[src/rtl/derank_engine.sv]
// +--------------------------------------------------------------------------+
// | derank_engine: 8-slot lookup table scanned for a {handle, rank} match     |
// | Revision: 1.0                                                             |
// +--------------------------------------------------------------------------+
`default_nettype none

module derank_engine #(
  parameter int DEPTH = 8
) (
  input  logic       clk,
  input  logic       rst_n,
  input  logic       wr_en,
  input  logic [2:0] wr_slot,
  input  logic [7:0] wr_handle,
  input  logic [7:0] wr_rank,
  input  logic [7:0] wr_index,
  input  logic [7:0] wr_value,
  input  logic       clr,
  input  logic       req_valid,
  output logic       req_ready,
  input  logic [7:0] req_handle,
  input  logic [7:0] req_rank,
  input  logic       isMetadata,
  output logic       resp_valid,
  input  logic       resp_ready,
  output logic       resultBool,
  output logic [7:0] resultValue,
  output logic [7:0] resultContext
);

  typedef enum logic [1:0] {
    S_IDLE = 2'd0,
    S_SCAN = 2'd1,
    S_DONE = 2'd2
  } state_t;

  state_t     r_state;
  state_t     w_next;

  logic [DEPTH-1:0] r_valid;
  logic [7:0]       r_tbl_handle [DEPTH];
  logic [7:0]       r_tbl_rank   [DEPTH];
  logic [7:0]       r_tbl_index  [DEPTH];
  logic [7:0]       r_tbl_value  [DEPTH];

  logic [2:0] r_cnt;
  logic [7:0] r_cap_handle;
  logic [7:0] r_cap_rank;
  logic       r_bool;
  logic [7:0] r_value;
  logic [7:0] r_ctx;

  logic w_accept;
  logic w_oos;
  logic w_hit;
  logic w_last;

  assign w_accept = (r_state == S_IDLE) && req_valid;
  assign w_oos    = !isMetadata || (req_handle > 8'd7);
  assign w_hit    = r_valid[r_cnt] && (r_tbl_handle[r_cnt] == r_cap_handle)
                    && (r_tbl_rank[r_cnt] == r_cap_rank);
  assign w_last   = (r_cnt == 3'd7);

  always_ff @(posedge clk or negedge rst_n) begin
    if (!rst_n) begin
      r_state <= S_IDLE;
    end else begin
      r_state <= w_next;
    end
  end

  always_comb begin
    w_next = r_state;
    case (r_state)
      S_IDLE: if (req_valid) w_next = w_oos ? S_DONE : S_SCAN;
      S_SCAN: if (w_hit || w_last) w_next = S_DONE;
      S_DONE: if (resp_ready) w_next = S_IDLE;
      default: w_next = S_IDLE;
    endcase
  end

  // Table: clr beats a same-cycle write on the valid bit; data still lands.
  always_ff @(posedge clk or negedge rst_n) begin
    if (!rst_n) begin
      r_valid <= '0;
      for (int i = 0; i < DEPTH; i++) begin
        r_tbl_handle[i] <= '0;
        r_tbl_rank[i]   <= '0;
        r_tbl_index[i]  <= '0;
        r_tbl_value[i]  <= '0;
      end
    end else begin
      if (clr) begin
        r_valid <= '0;
      end else if (wr_en) begin
        r_valid[wr_slot] <= 1'b1;
      end
      if (wr_en) begin
        r_tbl_handle[wr_slot] <= wr_handle;
        r_tbl_rank[wr_slot]   <= wr_rank;
        r_tbl_index[wr_slot]  <= wr_index;
        r_tbl_value[wr_slot]  <= wr_value;
      end
    end
  end

  always_ff @(posedge clk or negedge rst_n) begin
    if (!rst_n) begin
      r_cnt        <= '0;
      r_cap_handle <= '0;
      r_cap_rank   <= '0;
      r_bool       <= 1'b0;
      r_value      <= '0;
      r_ctx        <= '0;
    end else begin
      if (w_accept) begin
        r_cap_handle <= req_handle;
        r_cap_rank   <= req_rank;
        r_cnt        <= '0;
        if (w_oos) begin
          r_bool  <= 1'b0;
          r_value <= req_rank;
          r_ctx   <= req_rank;
        end
      end else if (r_state == S_SCAN) begin
        if (w_hit) begin
          r_bool  <= 1'b1;
          r_value <= r_tbl_value[r_cnt];
          r_ctx   <= r_tbl_index[r_cnt];
        end else if (w_last) begin
          r_bool  <= 1'b0;
          r_value <= r_cap_rank;
          r_ctx   <= r_cap_rank;
        end else begin
          r_cnt <= r_cnt + 3'd1;
        end
      end
    end
  end

  // Ready is held low while reset is asserted, even though the FSM sits in IDLE.
  assign req_ready     = (r_state == S_IDLE) && rst_n;
  assign resp_valid    = (r_state == S_DONE);
  assign resultBool    = r_bool;
  assign resultValue   = r_value;
  assign resultContext = r_ctx;

endmodule

`default_nettype wire

[config.mk]
export PLATFORM = sky130hd
export DESIGN_NAME = derank_engine
export DESIGN_NICKNAME = d
export VERILOG_FILES = /design/src/rtl/derank_engine.sv
export SDC_FILE = /design/constraint.sdc
export NUM_CORES = 1
export LEC_CHECK = 0
export BUFFER_PORTS_ARGS = -buffer_cell sky130_fd_sc_hd__clkbuf_2
export CAP_MARGIN = 10
export CORE_MARGIN = 5
export CORE_UTILIZATION = 55
export CTS_CLUSTER_DIAMETER = 60
export DETAILED_ROUTE_END_ITERATION = 6
export PLACE_DENSITY = 0.73
export SLEW_MARGIN = 20
export SYNTH_ARGS = -nofsm -noshare
export SYNTH_HDL_FRONTEND = slang
export SYNTH_SLANG_ARGS = --single-unit
[constraint.sdc]
create_clock -name clk -period 3.5 [get_ports clk]
set_input_delay 0.35 -clock clk [delete_from_list [all_inputs] [get_ports clk]]
set_output_delay 0.35 -clock clk [all_outputs]
set_load 0.005 [all_outputs]
==> metrics.txt <==
# TYPE chip_impl_metric gauge
chip_impl_metric{name="path_max_fanout",unit=""} 29
chip_impl_metric{name="report.final.hold_viol_count",unit=""} 0
chip_impl_info{name="post-synth-top-count-cell",value="dfrtp_1"} 1
chip_impl_info{name="crit_type",value="reg -> reg"} 1
chip_impl_metric{name="grtUsageMet3",unit=""} 0.0509
chip_impl_metric{name="synth_edf_count",unit=""} 0
chip_impl_metric{name="die_w",unit="microns"} 169
chip_impl_metric{name="synth_largest_type_area_fraction",unit=""} 0.546
chip_impl_info{name="timing.rr.start",value="r_cnt[1]$_DFFE_PN0P_"} 1
chip_impl_info{name="synth_commonest_cells",value="dfrtp_1, mux2_2, mux2i_1, nand2_1, mux4_2"} 1
chip_impl_metric{name="tightestPinTransition",unit="ps"} 972
chip_impl_metric{name="post_synth_instance_area",unit="sq um"} 13800
chip_impl_metric{name="route.final.wire_length",unit="microns"} 30800
chip_impl_metric{name="vias_in_the_first_global_route",unit=""} 8738
chip_impl_info{name="holdCritStartpoint",value="req_rank[0]"} 1
chip_impl_metric{name="vdd_ir_drop_max",unit="uV"} 443
chip_impl_metric{name="tritoncts.num_buffers",unit=""} 34
chip_impl_metric{name="postSynth.asyncResetShare",unit=""} 1.00
chip_impl_info{name="routing_layer_with_the_top_usage_in_global_route",value="met2"} 1
chip_impl_metric{name="fin_setup_tns",unit="ps"} 0
chip_impl_metric{name="cts.path.max_buffers",unit=""} 3
chip_impl_info{name="outcome",value="complete, no violations"} 1
chip_impl_metric{name="placement.io_buffers",unit=""} 76
chip_impl_metric{name="grt_max_degree",unit=""} 118
chip_impl_metric{name="clkTransAtPathRegs",unit="ps"} 60
chip_impl_metric{name="use_met1",unit=""} 0.324
chip_impl_metric{name="synth_cell_type_count",unit=""} 41
chip_impl_info{name="worst_setup_path_startpoint",value="r_cnt[1]$_DFFE_PN0P_"} 1
chip_impl_metric{name="globalRouteOverflowTotal",unit=""} 0
chip_impl_metric{name="area_growth",unit="%"} 13.0
chip_impl_metric{name="max_cap_violations",unit=""} 0
chip_impl_metric{name="stdcell_count",unit=""} 1384
chip_impl_info{name="ys_dominant_reg_cell",value="dfrtp_1"} 1
chip_impl_metric{name="final_max_slew_viol_count",unit=""} 0
chip_impl_metric{name="storage_cell_area",unit="sq um"} 7570
chip_impl_metric{name="synth_sequential_area_ratio",unit=""} 0.546
chip_impl_metric{name="cp_data_required_time",unit="ps"} 3920
chip_impl_info{name="grt_setup_unrepaired",value="false"} 1
chip_impl_metric{name="clock_latency",unit="ps"} 500
chip_impl_metric{name="detailed_place.area",unit="sq um"} 14600
chip_impl_metric{name="place_hpwl",unit="microns"} 18600
chip_impl_metric{name="final_cell_area",unit="sq um"} 15700
chip_impl_info{name="startpoint_type",value="flip-flop"} 1
chip_impl_metric{name="synthCells",unit=""} 960
chip_impl_metric{name="track_usage",unit=""} 0.224
chip_impl_metric{name="postLayoutCoreUtil",unit=""} 0.627
chip_impl_metric{name="h_tree_depth",unit=""} 2
chip_impl_info{name="tritoncts",value="yes"} 1
chip_impl_metric{name="diodes",unit=""} 0
chip_impl_metric{name="synth.net_count",unit=""} 1020
chip_impl_metric{name="overall_die_height",unit="microns"} 169
chip_impl_metric{name="crit_arrival",unit="ps"} 3660
chip_impl_metric{name="detailedRoute.firstIterationViolations",unit=""} 548
chip_impl_metric{name="dr_vias_cell",unit=""} 5.95
chip_impl_metric{name="post_drt_wl_per_cell",unit="microns"} 22.3
chip_impl_info{name="critPathCaptureType",value="flip-flop"} 1
chip_impl_metric{name="number_of_vias_in_the_routed_layout",unit=""} 8229
chip_impl_metric{name="leak_pwr",unit="nW"} 6.68
chip_impl_metric{name="gp_routability_congestion",unit=""} 0.784
chip_impl_metric{name="num_rows",unit=""} 58
chip_impl_metric{name="core_area",unit="sq um"} 25000
chip_impl_metric{name="synthesized_area_per_cell",unit="sq um"} 14.4
chip_impl_metric{name="die_ar",unit="sq um"} 28500
chip_impl_metric{name="relSlewSlack",unit=""} 0.350
chip_impl_metric{name="boundaryPins",unit=""} 77
chip_impl_metric{name="timing.final.crit_share",unit=""} 0.927
chip_impl_metric{name="detail_route.drc_violations",unit=""} 0
chip_impl_metric{name="layout.filler_cells",unit=""} 1957
chip_impl_metric{name="area_of_the_multi_input_gates",unit="sq um"} 5960
chip_impl_metric{name="place_inst",unit=""} 1328
chip_impl_metric{name="grtUsageMet2",unit=""} 0.350
chip_impl_metric{name="share_of_post_route_cells_with_drive_strength_above_1",unit=""} 0.439
chip_impl_metric{name="layout.nets",unit=""} 1095
chip_impl_metric{name="drt_pass1_iterations",unit=""} 4
chip_impl_metric{name="maximum_clock_frequency",unit="GHz"} 0.308
chip_impl_metric{name="antenna_found_initial",unit=""} 2
chip_impl_metric{name="power",unit="mW"} 9.54
chip_impl_metric{name="initial_core_util",unit=""} 0.555
chip_impl_metric{name="cts.sinks",unit=""} 302
chip_impl_metric{name="cts_post_setup_buffers_inserted",unit=""} 0
chip_impl_metric{name="period_needed",unit="ps"} 3240
chip_impl_info{name="netlist.top_cell.by_area",value="dfrtp_1"} 1
chip_impl_info{name="hp-class",value="in -> reg"} 1
chip_impl_metric{name="synth-seq-cells",unit=""} 302
chip_impl_metric{name="grt_first_pass_wirelength",unit="microns"} 49800
chip_impl_metric{name="cellPowerDensity",unit="nW/um^2"} 610
chip_impl_info{name="synth_area_leaders",value="dfrtp_1, mux2_2, mux4_2"} 1
chip_impl_metric{name="synth-warning-count",unit=""} 0
chip_impl_info{name="cts.root.buffer_cell",value="clkbuf_16"} 1
chip_impl_metric{name="antenna_left",unit=""} 0
chip_impl_metric{name="setup_viol",unit=""} 0
chip_impl_metric{name="ff2ff_setup_slack",unit="ps"} 260
chip_impl_metric{name="finClkSkew",unit="ps"} 14.8
## cells in the final DEF, fill, tap and decap left out, drive strengths merged, types with 2 or more instances in the layout
cell / Yosys / routed
nor4: 3 / 3
mux4: 51 / 51
and3: 5 / 5
nand4b: 3 / 3
xnor2: 2 / 2
inv: 22 / 23
a41oi: 16 / 16
clkinv: 1 / 3
a21oi: 10 / 10
xor2: 9 / 9
mux2: 257 / 257
o21ai: 21 / 21
and2: 4 / 4
mux2i: 78 / 78
nor2b: 4 / 4
clkbuf: 42 / 126
a22oi: 10 / 10
nand2b: 11 / 11
nor3: 2 / 2
nor2: 18 / 18
buf: 19 / 24
nand2: 57 / 57
o2111ai: 2 / 2
ha: 2 / 2
dfrtp: 302 / 302
nor3b: 2 / 2
## routing by layer
layer | share of wire | vias to the layer above
met5 | 0.00071 | -
met4 | 0.016 | 4
met3 | 0.061 | 35
met2 | 0.47 | 180
met1 | 0.45 | 4366
li1 | - | 3644
## repair_timing
| item | 4_1_cts | 5_1_grt |
|---|---|---|
| endpoints found under the setup margin | 0 | 11 |
| hold buffers | 1 | 0 |
| hold endpoints to repair | 82 | 0 |
| resized for setup | 0 | 2 |
## cell type report
class                      count  share of cell area
clock buffer                  51              0.0617
clock inverter                 4             0.00336
inverter                      23             0.00551
multi-input combinational    574               0.381
sequential                   302               0.483
tap                          330              0.0264
timing repair buffer         100              0.0390
## power breakdown
part / internal [mW] / total, mW / switching (mW)
Clock: 1.97 / 3.30 / 1.33
Combinational: 0.924 / 1.59 / 0.667
Sequential: 4.25 / 4.65 / 0.400
## flip-flops by register name (all words and copies together) (netlist names)
register and cells:
r_cap_rank 8, resultValue 8, r_valid 8, resultBool 1
r_cap_handle 8, r_cnt 3, r_tbl_handle 64, r_tbl_index 64
r_state 2, r_tbl_value 64, resultContext 8, r_tbl_rank 64
## cells by family after synthesis
group | Yosys count | share of synthesized area
multiplexers | 386 | 0.348
flip-flops | 302 | 0.546
AND/OR/NAND/NOR | 111 | 0.0394
buffers and inverters | 84 | 0.0257
AO/OA/AOI/OAI | 64 | 0.0321
XOR/XNOR | 11 | 0.00696
adder cells (fa/ha/maj) | 2 | 0.00181
## critical path, cell delays in order, from the launching register on
cell and delay (ps):
dfrtp_4 750, mux4_2 570, mux2i_1 280, xnor2_1 110, o21bai_1 190, nor4_4 420
a21oi_2 140, o21ai_4 130, buf_4 290, mux2i_1 250
## metrics by stage
stage | hold WS, ps | worst slack, ps
after global routing | 61.2 | 99.7
final | 56.2 | 256
after global placement | 407 | 219
after detailed placement | 407 | 120
after floorplan | 54.4 | 678
after CTS | 45.3 | 83.0
## path summary, 6_finish.rpt
path / to / cells past startpoint
max: resultContext[4]$_DFFE_PN0P_ / 9
min: r_cap_rank[0]$_DFFE_PN0P_ / 3
max reg2reg: resultContext[4]$_DFFE_PN0P_ / 9
min reg2reg: r_cap_handle[4]$_DFFE_PN0P_ / 2
max in group asynchronous: r_tbl_index[2]$_DFFE_PN0P_ / 3
min in group asynchronous: r_tbl_handle[1]$_DFFE_PN0P_ / 2
No activity file was read; power rests on OpenSTA's default activity.
